===== config.mk =====
export PLATFORM = sky130hd
export DESIGN_NAME = mem_bist_master_flat
export DESIGN_NICKNAME = d
export VERILOG_FILES = /design/src/rtl/mem_bist_pkg.sv /design/src/rtl/mem_bist_if.sv /design/src/rtl/mem_bist_checker.sv /design/src/rtl/mem_bist_master.sv /design/src/flat_wrapper.sv
export SDC_FILE = /design/constraint.sdc
export NUM_CORES = 1
export LEC_CHECK = 0
export ABC_AREA = 0
export CORE_AREA = 8 8 70 72
export CTS_BUF_LIST = sky130_fd_sc_hd__clkbuf_2 sky130_fd_sc_hd__clkbuf_4 sky130_fd_sc_hd__clkbuf_8
export CTS_CLUSTER_DIAMETER = 100
export DETAILED_ROUTE_END_ITERATION = 7
export DIE_AREA = 0 0 78 80
export GPL_TIMING_DRIVEN = 0
export PLACE_DENSITY = 0.9
export SLEW_MARGIN = 10
export SYNTH_ARGS = -nofsm -noshare
export SYNTH_HDL_FRONTEND = slang
export SYNTH_SLANG_ARGS = --single-unit

===== constraint.sdc =====
create_clock -name clk -period 2.8 [get_ports clk]
set_input_delay 0.42 -clock clk [delete_from_list [all_inputs] [get_ports clk]]
set_output_delay 0.42 -clock clk [all_outputs]
set_load 0.02 [all_outputs]

===== src/rtl/mem_bist_pkg.sv =====
// mem_bist_pkg: shared state encoding and test-pattern function for the memory BIST master.
package mem_bist_pkg;
   typedef enum logic [2:0] {IDLE, WR, RD, WR_INV, RD_INV, DONE} state_t;
   function automatic logic [63:0] pat(input logic [63:0] addr, input logic [63:0] seed, input logic invert);
      return invert ? ~(seed ^ addr) : (seed ^ addr);
   endfunction
endpackage


===== src/rtl/mem_bist_if.sv =====
// mem_bist_if: single-port valid/ready memory request bus.
interface mem_bist_if #(parameter int WIDTH = 16, parameter int ADDR_WIDTH = 6) ();
   logic wt_rd, valid, ready;
   logic [ADDR_WIDTH-1:0] addr;
   logic [WIDTH-1:0] wdata, rdata;
   modport master(output wt_rd, addr, wdata, valid, input rdata, ready);
   modport slave(input wt_rd, addr, wdata, valid, output rdata, ready);
endinterface


===== src/rtl/mem_bist_checker.sv =====
// mem_bist_checker: read-data compare, saturating error count, first-error address and pass flag.
module mem_bist_checker #(parameter int WIDTH = 16, parameter int ADDR_WIDTH = 6) (
   input logic clk, rst, clr, chk, fin,
   input logic [WIDTH-1:0] expected, rdata,
   input logic [ADDR_WIDTH-1:0] addr,
   output logic pass,
   output logic [ADDR_WIDTH+1:0] err_count,
   output logic [ADDR_WIDTH-1:0] first_err_addr
);
   logic mis;
   logic [ADDR_WIDTH+1:0] cnt_nxt;
   assign mis = chk && rdata != expected;
   assign cnt_nxt = err_count + (ADDR_WIDTH+2)'(mis && !(&err_count));
   always_ff @(posedge clk)
      if (rst || clr) begin
         err_count <= '0;
         first_err_addr <= '0;
         pass <= 1'b0;
      end else begin
         err_count <= cnt_nxt;
         if (mis && err_count == '0) first_err_addr <= addr;
         // the last read completes on the same edge that enters DONE, so judge the post-update count
         if (fin) pass <= cnt_nxt == '0;
      end
endmodule


===== src/rtl/mem_bist_master.sv =====
// mem_bist_master: writes pat(a) to every location, reads back and checks on a valid/ready bus.
// Define MEM_BIST_INV_PASS_EN to append inverted-pattern write and read phases.
module mem_bist_master
   import mem_bist_pkg::*;
#(
   parameter int WIDTH = 16,
   parameter int DEPTH = 64,
   parameter int ADDR_WIDTH = $clog2(DEPTH),
   parameter logic [WIDTH-1:0] SEED = WIDTH'(16'hA5A5)
) (
   input logic clk, rst, start,
   output logic busy, done, pass,
   output logic [ADDR_WIDTH+1:0] err_count,
   output logic [ADDR_WIDTH-1:0] first_err_addr,
   mem_bist_if.master m
);
   state_t state, nxt;
   logic [ADDR_WIDTH-1:0] nxt_addr;
   logic hs, last, clr, inv_rd, inv_wr, valid_d, wt_rd_d, done_d;
   logic [WIDTH-1:0] wdata_d, expected;
   assign hs = m.valid && m.ready;
   assign last = m.addr == ADDR_WIDTH'(DEPTH - 1);
   assign clr = state == IDLE && start;
   assign nxt_addr = clr || (hs && last) ? '0 : m.addr + ADDR_WIDTH'(hs);
`ifdef MEM_BIST_INV_PASS_EN
   assign inv_rd = state == RD_INV;
`else
   assign inv_rd = 1'b0;
`endif
   assign expected = WIDTH'(pat(64'(m.addr), 64'(SEED), inv_rd));
   assign busy = m.valid;
   always_ff @(posedge clk)
      if (rst) begin
         state <= IDLE;
         m.addr <= '0;
         m.valid <= 1'b0;
         m.wt_rd <= 1'b0;
         m.wdata <= '0;
         done <= 1'b0;
      end else begin
         state <= nxt;
         m.addr <= nxt_addr;
         m.valid <= valid_d;
         m.wt_rd <= wt_rd_d;
         m.wdata <= wdata_d;
         done <= done_d;
      end
   always_comb begin
      nxt = state;
      case (state)
         IDLE:   nxt = start ? WR : IDLE;
         WR:     nxt = hs && last ? RD : WR;
`ifdef MEM_BIST_INV_PASS_EN
         RD:     nxt = hs && last ? WR_INV : RD;
         WR_INV: nxt = hs && last ? RD_INV : WR_INV;
         RD_INV: nxt = hs && last ? DONE : RD_INV;
`else
         RD:     nxt = hs && last ? DONE : RD;
`endif
         default: nxt = IDLE;
      endcase
   end
   // outputs are computed from the next state/address so every bus signal leaves a flop
   always_comb begin
      wt_rd_d = nxt == WR;
      inv_wr = 1'b0;
`ifdef MEM_BIST_INV_PASS_EN
      wt_rd_d = nxt == WR || nxt == WR_INV;
      inv_wr = nxt == WR_INV;
`endif
      valid_d = nxt != IDLE && nxt != DONE;
      done_d = nxt == DONE;
      wdata_d = wt_rd_d ? WIDTH'(pat(64'(nxt_addr), 64'(SEED), inv_wr)) : '0;
   end
   mem_bist_checker #(.WIDTH(WIDTH), .ADDR_WIDTH(ADDR_WIDTH)) u_chk (
      .clk(clk), .rst(rst), .clr(clr), .chk(hs && !m.wt_rd), .fin(done_d),
      .expected(expected), .rdata(m.rdata), .addr(m.addr),
      .pass(pass), .err_count(err_count), .first_err_addr(first_err_addr)
   );
endmodule


===== src/flat_wrapper.sv =====
// flat-port wrapper written by rule: the top's interface ports become plain ports
module mem_bist_master_flat import mem_bist_pkg::*;
#(
   parameter int WIDTH = 16,
   parameter int DEPTH = 64,
   parameter int ADDR_WIDTH = $clog2(DEPTH),
   parameter logic [WIDTH-1:0] SEED = WIDTH'(16'hA5A5)
)
  (clk, rst, start, busy, done, pass, err_count, first_err_addr, m_wt_rd, m_addr, m_wdata, m_valid, m_rdata, m_ready);
  mem_bist_if #(.WIDTH(WIDTH), .ADDR_WIDTH(ADDR_WIDTH)) m_i ();
  input logic clk;
  input logic rst;
  input logic start;
  output logic busy;
  output logic done;
  output logic pass;
  output logic [ADDR_WIDTH+1:0] err_count;
  output logic [ADDR_WIDTH-1:0] first_err_addr;
  output wire logic [$bits(m_i.wt_rd)-1:0] m_wt_rd;
  output wire logic [$bits(m_i.addr)-1:0] m_addr;
  output wire logic [$bits(m_i.wdata)-1:0] m_wdata;
  output wire logic [$bits(m_i.valid)-1:0] m_valid;
  input wire logic [$bits(m_i.rdata)-1:0] m_rdata;
  input wire logic [$bits(m_i.ready)-1:0] m_ready;
  assign m_wt_rd = m_i.wt_rd;
  assign m_addr = m_i.addr;
  assign m_wdata = m_i.wdata;
  assign m_valid = m_i.valid;
  assign m_i.rdata = m_rdata;
  assign m_i.ready = m_ready;
  mem_bist_master #(.WIDTH(WIDTH), .DEPTH(DEPTH), .ADDR_WIDTH(ADDR_WIDTH), .SEED(SEED)) u_core (.clk(clk), .rst(rst), .start(start), .busy(busy), .done(done), .pass(pass), .err_count(err_count), .first_err_addr(first_err_addr), .m(m_i));
endmodule

==> results.py <==
metrics = {
    "run_status": {
        "status": "finished, final reports clean",
    },
    "yosys": {
        "ys_warn_count": 0,
        "synth_compound_area_share_pct": 6.69,
        "yosysTopAreaCell": "dfxtp_1",
        "synthArstFlopShare_pct": 0,
        "syn_inst": 179,
        "synth-edff-count": 0,
        "synthXorXnorAreaFrac_pct": 9.69,
        "synth_ff_type": "dfxtp_1",
        "synthSimpleGateAreaFrac_pct": 25.6,
        "synth_top_area_share_pct": 41.8,
        "muxShareOfSynthArea_pct": 3.69,
        "yosys-top-cells-area": "dfxtp_1 (42%), xor2_1 (5.4%), buf_4 (4.6%)",
        "post_synth_num_cell_types": 42,
        "syn_area_sq_mm": 0.00163,
        "yosys_register_bits": 34,
        "synth_top_family_by_area": "simple AND/OR/NAND/NOR gates",
        "avgSynthCellArea_sq_um": 9.09,
        "ys_seq_area_share_pct": 41.8,
        "synth_adder_area_share_pct": 3.08,
    },
    "timing": {
        "skew_ps": 5.91,
        "slew_viol_final": 0,
        "fmax_ghz": 0.373,
        "slew_headroom_pct": 54.5,
        "worst_slack_ps": 117,
        "worst_pin_slew_ps": 681,
        "setup_viol": 0,
        "period_needed_ps": 2680,
        "period_share_pct": 95.8,
        "hold_violations": 0,
    },
    "floorplanning": {
        "die_x_um": 78,
        "die-area_sq_mm": 0.00624,
        "core_area_sq_mm": 0.00386,
        "rows": 23,
        "io-pin-count": 61,
        "start_util_pct": 42.2,
        "die_h_um": 80,
    },
    "critical_path": {
        "r2r_end": "u_core.u_chk.pass$_SDFFE_PP0P_",
        "crit_path_max_fanout": 3,
        "cp.arrival_ps": 2860,
        "r2r_cells": 10,
        "start_kind": "input pin",
        "ff2ff_setup_slack_ps": 380,
        "required_ps": 2980,
        "crit_start": "m_rdata[15]",
        "critPathCaptureType": "flip-flop",
        "path_class": "in2reg",
        "endpoint": "u_core.u_chk.pass$_SDFFE_PP0P_",
        "reg2reg_from": "u_core.m.addr[2]$_SDFF_PP0_",
    },
    "job": {
        "drv_cap": 0,
    },
    "route": {
        "totalWireLength_um": 4230,
        "wl_per_cell_um": 14.2,
        "via_per_inst": 4.99,
        "dr.pass1.iters": 4,
        "drtIter0Drc": 114,
        "ant_nets": 0,
        "dr_total_vias": 1483,
        "drc": 0,
    },
    "place": {
        "dpl_cell_area_sq_mm": 0.00225,
        "dp_hpwl_um": 3330,
        "place.gp.congestion": 0.787,
        "dpl_worst_slack_ps": -212,
        "portBuffers": 55,
    },
    "global_routing": {
        "grt_start_max_net_pins": 11,
        "grt.total_usage_pct": 13.5,
        "grt_pass1_wl_um": 6860,
        "grt_overflow": 0,
        "grt_pass1_vias": 1467,
        "grt_antenna_before_repair": 0,
    },
    "layout": {
        "final_net_count": 270,
        "n_antenna_cell": 0,
        "fin_area_sq_mm": 0.00239,
        "layout-drive-gt1-share_pct": 14.6,
        "area_growth_pct": 46.7,
    },
    "cts": {
        "cts_root_buffer": "clkbuf_8",
        "clkTransAtPathRegs_ps": 70,
        "cts_tree": "built",
        "htree_num_levels": 2,
        "hold_buffers": 0,
        "clock_sinks": 34,
        "clk_latency_ps": 280,
        "cts_buffers": 5,
        "clockBufferDepth": 2,
    },
    "power": {
        "powerDensity_mw_per_mm2": 437,
        "total_power_mw": 1.04,
        "ir_drop_mv": 0.326,
        "p_leak_nw": 0.948,
    },
    "hold_path": {
        "min_path_type": "reg2reg",
    },
}
==> cells in the mapped netlist, drive strengths merged, types with 2 or more instances <==
cell    instances
dfxtp          34
nor2           16
nand2          15
buf            13
xor2           10
nand3           8
xnor2           8
a21oi           6
mux2i           6
nor3            6
and2            5
clkbuf          5
inv             5
and3            4
ha              4
nand4           4
o21ai           3
or2             3
nand3b          2
nor2b           2
nor4bb          2
o31ai           2
or4             2
==> layout make-up <==
cell class | instances | area [sq um]
multi-input cells | 126 | 841
clock buffers | 7 | 90.1
inverters | 5 | 18.8
fillers | 328 | 1470
clock inverters | 1 | 5.00
well taps | 50 | 62.6
plain buffers | 18 | 130
flip-flops and latches | 34 | 681
repair buffers | 56 | 558
==> critical path: stages <==
cell             delay [ps]
clkdlybuf4s50_1         450
nor4bb_1                300
nand4_1                 190
o31ai_2                 220
a31oi_1                  70
ha_2                    220
ha_1                    300
nor4_2                  240
o2111ai_1               160
o31ai_1                 290
==> through the flow <==
step	setup TNS (ps)	util, %	std cells	hold slack (ps)
3_3_place_gp	-165	58.5	288	442
3_5_place_dp	-212	58.5	288	454
4_1_cts	0	60.9	296	463
5_1_grt	-76.0	61.9	297	482
6_report	0	61.9	297	458
2_1_floorplan	0	-	183	499
==> routing by layer <==
| metal | track usage [%] | vias to the layer above | share of wire [%] |
|---|---|---|---|
| li1 | - | 732 | - |
| met1 | 15.3 | 693 | 41 |
| met2 | 21.6 | 56 | 47 |
| met3 | 8.11 | 2 | 12 |
| met4 | 2.41 | 0 | 0.17 |
| met5 | 0 | - | 0 |
==> how the worst min path moves through the flow <==
stage                                           startpoint                                          end  slack, ps  cells past startpoint
6_report       u_core.u_chk.first_err_addr[3]$_SDFFE_PP0P_  u_core.u_chk.first_err_addr[3]$_SDFFE_PP0P_        460                      2
3_5_place_dp   u_core.u_chk.first_err_addr[4]$_SDFFE_PP0P_  u_core.u_chk.first_err_addr[4]$_SDFFE_PP0P_        450                      2
5_1_grt        u_core.u_chk.first_err_addr[3]$_SDFFE_PP0P_  u_core.u_chk.first_err_addr[3]$_SDFFE_PP0P_        480                      2
2_1_floorplan                                          rst                       u_core.done$_SDFF_PP0_        500                      1
4_1_cts        u_core.u_chk.first_err_addr[4]$_SDFFE_PP0P_  u_core.u_chk.first_err_addr[4]$_SDFFE_PP0P_        460                      2
3_3_place_gp   u_core.u_chk.first_err_addr[5]$_SDFFE_PP0P_  u_core.u_chk.first_err_addr[5]$_SDFFE_PP0P_        440                      2
==> power by group <==
| part | total [mW] | internal, mW | switching [mW] |
|---|---|---|---|
| Clock | 0.374 | 0.208 | 0.166 |
| Sequential | 0.506 | 0.496 | 0.0108 |
| Combinational | 0.164 | 0.0883 | 0.0756 |
==> cell usage in the layout (no fill, tap or decap), drive strengths merged, types with 8 or more instances in the layout <==
cell type / n
xnor2: 8
clkdlybuf4s50: 55
nor2: 16
nand2: 15
dfxtp: 34
nand3: 8
buf: 14
clkbuf: 12
xor2: 10
==> flip-flops by register name, summed over array words and instances, names as in the netlist <==
name	count
u_core.done	1
u_core.m.wdata	7
u_core.state	3
u_core.u_chk.err_count	8
u_core.m.wt_rd	1
u_core.u_chk.pass	1
u_core.u_chk.first_err_addr	6
u_core.busy	1
u_core.m.addr	6
==> logic make-up (layout without fill, tap and decap cells) <==
| logic type | count (synthesis) | count (layout) |
|---|---|---|
| other | 1 | 5 |
| buffers and inverters | 23 | 87 |
| multiplexers | 6 | 6 |
| AND/OR/NAND/NOR | 76 | 76 |
| adder cells (fa/ha/maj) | 4 | 4 |
| AO/OA/AOI/OAI | 17 | 17 |
| XOR/XNOR | 18 | 18 |
| flip-flops | 34 | 34 |
==> repair_timing <==
action	CTS	global route
endpoints found under the setup margin	0	1
buffers inserted	0	1
resized for setup	0	5
No activity file was read; power rests on OpenSTA's default activity.
